==> src/rtl/asteroids_input_if.sv <==
// Bundles the keyboard event word, the joystick word and the active-low button
// outputs between the input decoder and its environment.
interface asteroids_input_if;
  logic [10:0] ps2_key;
  logic [15:0] joy;
  logic [7:0]  buttons_l;

  modport master (output ps2_key, output joy, input buttons_l);
  modport slave  (input ps2_key, input joy, output buttons_l);
endinterface

==> src/rtl/asteroids_input.sv <==
// Turns PS/2 key events and joystick bits into the arcade cabinet's active-low
// button vector, with SOCD cleaning on left/right and a fixed-length coin pulse.
module asteroids_input #(
  parameter int unsigned COIN_CYCLES = 2500000
) (
  input  logic        clk_25,
  input  logic        reset,
  asteroids_input_if.slave bus
);

  localparam logic [21:0] COIN_LOAD = 22'(COIN_CYCLES - 1);

  logic        old_tog_q;
  logic [15:0] joy_q;
  logic [7:0]  buttons_l_q, buttons_l_d;

  // One state bit per physical key so that releasing one duplicate never
  // cancels a function still held by another.
  logic [1:0]  fire_q,   fire_d;
  logic [1:0]  start1_q, start1_d;
  logic [1:0]  start2_q, start2_d;
  logic [1:0]  left_q,   left_d;
  logic [1:0]  right_q,  right_d;
  logic [2:0]  coin_q,   coin_d;
  logic [1:0]  thrust_q, thrust_d;
  logic [1:0]  shield_q, shield_d;

  logic [21:0] coin_cnt_q, coin_cnt_d;
  logic        coin_src_q;

  logic        key_evt;
  logic        key_press;
  logic [8:0]  key_code;

  logic        f_right, f_left, f_start1, f_start2, f_fire, f_thrust, f_shield;
  logic        socd;
  logic        coin_src, coin_start, coin_act;
  logic        unused_joy;

  assign key_evt   = (bus.ps2_key[10] != old_tog_q) && !reset;
  assign key_press = bus.ps2_key[9];
  assign key_code  = bus.ps2_key[8:0];

  always_comb begin
    fire_d   = fire_q;
    start1_d = start1_q;
    start2_d = start2_q;
    left_d   = left_q;
    right_d  = right_q;
    coin_d   = coin_q;
    thrust_d = thrust_q;
    shield_d = shield_q;
    if (key_evt) begin
      case (key_code)
        9'h03A:  fire_d[0]   = key_press;
        9'h014:  fire_d[1]   = key_press;
        9'h005:  start1_d[0] = key_press;
        9'h016:  start1_d[1] = key_press;
        9'h006:  start2_d[0] = key_press;
        9'h01E:  start2_d[1] = key_press;
        9'h01C:  left_d[0]   = key_press;
        9'h023:  right_d[0]  = key_press;
        9'h004:  coin_d[0]   = key_press;
        9'h02E:  coin_d[1]   = key_press;
        9'h036:  coin_d[2]   = key_press;
        9'h04B:  thrust_d[0] = key_press;
        9'h011:  thrust_d[1] = key_press;
        9'h042:  shield_d[0] = key_press;
        9'h029:  shield_d[1] = key_press;
        default: ;
      endcase
      // Cursor keys arrive with or without the extended prefix.
      if (key_code[7:0] == 8'h6B) left_d[1]  = key_press;
      if (key_code[7:0] == 8'h74) right_d[1] = key_press;
    end
  end

  assign f_right  = (|right_q)  | joy_q[0];
  assign f_left   = (|left_q)   | joy_q[1];
  assign f_fire   = (|fire_q)   | joy_q[4];
  assign f_thrust = (|thrust_q) | joy_q[5];
  assign f_shield = (|shield_q) | joy_q[6];
  assign f_start1 = (|start1_q) | joy_q[7];
  assign f_start2 = |start2_q;
  assign socd     = f_left & f_right;

  assign unused_joy = ^{joy_q[15:8], joy_q[3:2]};

  // A pulse starts only on a fresh rising edge while idle; holding the key or
  // re-pressing mid-pulse never stretches or retriggers it.
  assign coin_src   = |coin_q;
  assign coin_start = coin_src & ~coin_src_q & (coin_cnt_q == 22'd0);
  assign coin_act   = coin_start | (coin_cnt_q != 22'd0);

  always_comb begin
    coin_cnt_d = coin_cnt_q;
    if (coin_start) begin
      coin_cnt_d = COIN_LOAD;
    end else if (coin_cnt_q != 22'd0) begin
      coin_cnt_d = coin_cnt_q - 22'd1;
    end
  end

  always_comb begin
    buttons_l_d = ~{f_right & ~socd, f_left & ~socd, f_start1, f_start2,
                    f_fire, coin_act, f_thrust, f_shield};
  end

  always_ff @(posedge clk_25) begin
    old_tog_q <= bus.ps2_key[10];
    if (reset) begin
      joy_q       <= '0;
      fire_q      <= '0;
      start1_q    <= '0;
      start2_q    <= '0;
      left_q      <= '0;
      right_q     <= '0;
      coin_q      <= '0;
      thrust_q    <= '0;
      shield_q    <= '0;
      coin_cnt_q  <= '0;
      coin_src_q  <= 1'b0;
      buttons_l_q <= 8'hFF;
    end else begin
      joy_q       <= bus.joy;
      fire_q      <= fire_d;
      start1_q    <= start1_d;
      start2_q    <= start2_d;
      left_q      <= left_d;
      right_q     <= right_d;
      coin_q      <= coin_d;
      thrust_q    <= thrust_d;
      shield_q    <= shield_d;
      coin_cnt_q  <= coin_cnt_d;
      coin_src_q  <= coin_src;
      buttons_l_q <= buttons_l_d;
    end
  end

  assign bus.buttons_l = buttons_l_q;

endmodule

==> src/flat_wrapper.sv <==
// flat-port wrapper written by rule: the top's interface ports become plain ports
module asteroids_input_flat 
#(
  parameter int unsigned COIN_CYCLES = 2500000
)
  (clk_25, reset, bus_ps2_key, bus_joy, bus_buttons_l);
  asteroids_input_if bus_i ();
  input  logic clk_25;
  input  logic reset;
  input wire logic [$bits(bus_i.ps2_key)-1:0] bus_ps2_key;
  input wire logic [$bits(bus_i.joy)-1:0] bus_joy;
  output wire logic [$bits(bus_i.buttons_l)-1:0] bus_buttons_l;
  assign bus_i.ps2_key = bus_ps2_key;
  assign bus_i.joy = bus_joy;
  assign bus_buttons_l = bus_i.buttons_l;
  asteroids_input #(.COIN_CYCLES(COIN_CYCLES)) u_core (.clk_25(clk_25), .reset(reset), .bus(bus_i));
endmodule
==> config.mk <==
export PLATFORM = sky130hd
export DESIGN_NAME = asteroids_input_flat
export DESIGN_NICKNAME = d
export VERILOG_FILES = /design/src/rtl/asteroids_input_if.sv /design/src/rtl/asteroids_input.sv /design/src/flat_wrapper.sv
export SDC_FILE = /design/constraint.sdc
export NUM_CORES = 1
export LEC_CHECK = 0
export BUFFER_PORTS_ARGS = -buffer_cell sky130_fd_sc_hd__buf_2
export CORE_ASPECT_RATIO = 0.9
export CORE_MARGIN = 10
export CORE_UTILIZATION = 25
export DETAILED_ROUTE_END_ITERATION = 10
export PLACE_DENSITY = 0.43
export SLEW_MARGIN = 10
export SYNTH_ARGS = -nofsm -noshare
export SYNTH_HDL_FRONTEND = slang
export SYNTH_SLANG_ARGS = --single-unit
==> constraint.sdc <==
create_clock -name clk_25 -period 2.6 [get_ports clk_25]
set_input_delay 0.26 -clock clk_25 [delete_from_list [all_inputs] [get_ports clk_25]]
set_output_delay 0.26 -clock clk_25 [all_outputs]
set_load 0.01 [all_outputs]
==> impl_metrics.csv <==
group,metric,value,unit
sta,clock_skew,0.00938,ns
worst_setup_path,worst_ep_arrival_time,2.29,ns
synth,syn_inst,273,
floorplanning,die-height,114,um
routing,num_vias,2144,
synth,synth_area_leaders,"dfxtp_1 45%, mux2i_1 6.5%, nand2_1 5.5%",
routing,initialDrtViolationCount,144,
grt,track_usage,8.86,%
layout,area_growth,17.2,%
clocking,cts_buffers,5,
clocking,postCtsSetupBuffers,0,
pwr,p_sw,0.00120,W
pwr,power.share.clock,20.6,%
sta,slew_violations,0,
worst_setup_path,worstPathMaxFanout,5,
synth,synth.cell_area,0.00245,mm2
pwr,seqPwrFrac,37.8,%
clocking,clkTransAtPathRegs,0.10,ns
routing,routedWlPerCell,14.6,um
synth,synth-seq-cells,55,
pwr,internal-power,0.00175,W
pwr,finalPower,0.00295,W
grt,grt_max_degree,27,
synth,synth_edf_count,0,
sta,rsz0062_at_grt,"no",
worst_setup_path,cp-end-kind,"register",
synth,synthArstFlopShare,0,%
floorplanning,fp.dieArea,0.0142,mm2
floorplanning,start_util,25.5,%
sta,period_needed,2.08,ns
grt,grt_pass1_vias,2120,
sta,fin_crit_sh,79.8,%
floorplanning,core,0.00961,mm2
pwr,power_switching_share,40.7,%
worst_setup_path,worstSetupStartpointType,"register",
sta,tightest_slew,0.680,ns
outcome,status,"finished, final reports clean",
synth,ys_types,46,
place,gp_congestion,0.844,
routing,dr.pass1.iters,4,
pwr,p_comb_share,41.7,%
sta,maxSlewHeadroom,54.2,%
floorplanning,ios,37,
clocking,clock-root-buffer,"clkbuf_8",
clocking,cts_buffer_depth,2,
synth,yosys.area.top_type,"dfxtp_1",
place,portBuffers,26,
job,drv_cap,0,
grt,grt_pass1_wl,10600,um
grt,grt_overflow,0,
synth,syn_area_per_cell,8.97,um2
sta,hold_viol,0,
synth,synth-main-ff-cell,"dfxtp_1",
pwr,p_per_area,1030,mW/mm2
routing,ant_nets,0,
synth,synth_top_area_share,45.0,%
clocking,cts.repair.resized,0,
clocking,cts.sinks,55,
clocking,holdBufCountCts,0,
clocking,insertion_delay,0.32,ns
layout,stdcell_area,0.00287,mm2
layout,layout-drive-gt1-share,16.8,%
sta,max_freq,482,MHz
synth,synth_warnings,0,
sta,setup_tns,0,ns
grt,antenna_found_initial,0,
pwr,p_leak,1.14,nW
floorplanning,fp.dieW,124,um
place,dpl.hpwl,4510,um
worst_hold_path,worstHoldPathType,"primary input to register",
synth,yosysSeqAreaShare,45.0,%
layout,diodes,0,
floorplanning,fp-row-count,34,
worst_setup_path,path_class,"register to register",
worst_setup_path,cp_data_required_time,2.82,ns
synth,syn-num-nets,304,
sta,setup_viol,0,
routing,drc,0,
pwr,ir_drop,0.368,mV
layout,nets,333,
routing,viasPerCell,5.00,
routing,wl,6270,um
clocking,cts_tree,"yes",
clocking,ctsHtreeMaxLevel,2,
place,placed_area,0.00275,mm2
==> worst max-delay path, stage by stage (launching register included) <==
cell and delay [ns]:
dfxtp_1 0.35, or4_4 0.59, or4_4 0.57, o31a_1 0.25, o211a_1 0.21
==> power by group through the flow <==
stage | clock network [W] | logic, W | registers [W]
CTS | 0.000629 | 0.00122 | 0.00111
finish | 0.000605 | 0.00123 | 0.00111
floorplan | 0 | 0.000840 | 0.00110
global route | 0.000657 | 0.00137 | 0.00114
detailed placement | 0 | 0.00122 | 0.00113
global placement | 0 | 0.00121 | 0.00113
==> cells in the final DEF (no fill, tap or decap), types with 2 or more instances in the layout <==
cell type   n
buf_4       9
dfxtp_1    55
nor4b_1     4
nand2b_1    2
a221oi_1    4
nor3_1      7
nand2_1    36
o21ai_0    11
buf_2      26
nor4_1     15
ha_1        2
a21o_1      2
mux2i_1    16
o31a_1      2
a31oi_1     9
nor2_1      9
a41o_1      3
o31ai_1     7
a211oi_1    2
nor2b_1    10
inv_1       9
and2_1      2
a21oi_1     7
or4_1       6
or4_4       3
nand3_1    10
nand4_1     9
clkbuf_8    5
==> metal layers <==
layer  track usage (%)  vias to the layer above  share of wire [%]
met5                 0                        -                  0
met4              3.72                        0                1.8
met3              1.99                        7                4.5
met2              13.3                       51                 43
met1              11.9                     1003                 51
li1                  -                     1083                  -
==> path summary, 6_finish.rpt <==
check / startpoint / end / slack, ns / depth (start not counted)
worst max-delay path: u_core.coin_cnt_q[0]$_SDFFE_PP0N_ / u_core.coin_cnt_q[19]$_SDFFE_PP0N_ / 0.52 / 4
worst min-delay path: bus_ps2_key[10] / u_core.old_tog_q$_DFF_P_ / 0.06 / 1
worst max register to register: u_core.coin_cnt_q[0]$_SDFFE_PP0N_ / u_core.coin_cnt_q[19]$_SDFFE_PP0N_ / 0.52 / 4
worst min register to register: u_core.joy_q[4]$_SDFF_PP0_ / u_core.bus.buttons_l[3]$_SDFF_PP1_ / 0.41 / 1
==> flip-flops by register name, summed over array words and instances (netlist names), 2 cells and up <==
| register | cells |
|---|---|
| u_core.coin_cnt_q | 22 |
| u_core.bus.buttons_l | 8 |
| u_core.joy_q | 6 |
| u_core.coin_q | 3 |
| u_core.fire_q | 2 |
| u_core.left_q | 2 |
| u_core.right_q | 2 |
| u_core.shield_q | 2 |
| u_core.start1_q | 2 |
| u_core.start2_q | 2 |
| u_core.thrust_q | 2 |
==> synth_stat cells (all sizes together) (9+ instances only) <==
master  number
nand4        9
nor4        15
mux2i       16
o21ai       11
nand2       36
clkbuf       9
nor2b       10
nand3       10
a31oi        9
nor2         9
or4          9
dfxtp       55
inv          9
==> through the flow <==
step,hold slack [ns],setup WS (ns),cells,util [%]
global route,0.0583,0.279,429,29.9
floorplan,0.288,0.614,273,-
detailed placement,0.392,0.536,421,28.6
finish,0.0643,0.524,429,29.9
global placement,0.389,0.538,421,28.6
CTS,0.0571,0.519,429,29.9
==> final cells by class <==
cell class / instances / area, um2
Inverter: 9 / 33.8
Sequential cell: 55 / 1100
Tap cell: 126 / 158
Multi-Input combinational cell: 196 / 1260
Clock inverter: 3 / 50.0
Clock buffer: 5 / 68.8
Fill cell: 1046 / 6740
Timing Repair Buffer: 35 / 198
==> cells by family after synthesis <==
kind of cell	Yosys count	synth area share, %
multiplexers	17	7.00
AND/OR/NAND/NOR	122	27.8
flip-flops	55	45.0
buffers and inverters	22	3.53
adder cells (fa/ha/maj)	2	1.02
XOR/XNOR	1	0.358
AO/OA/AOI/OAI	54	15.3
Power figures use the tool's default switching activity.
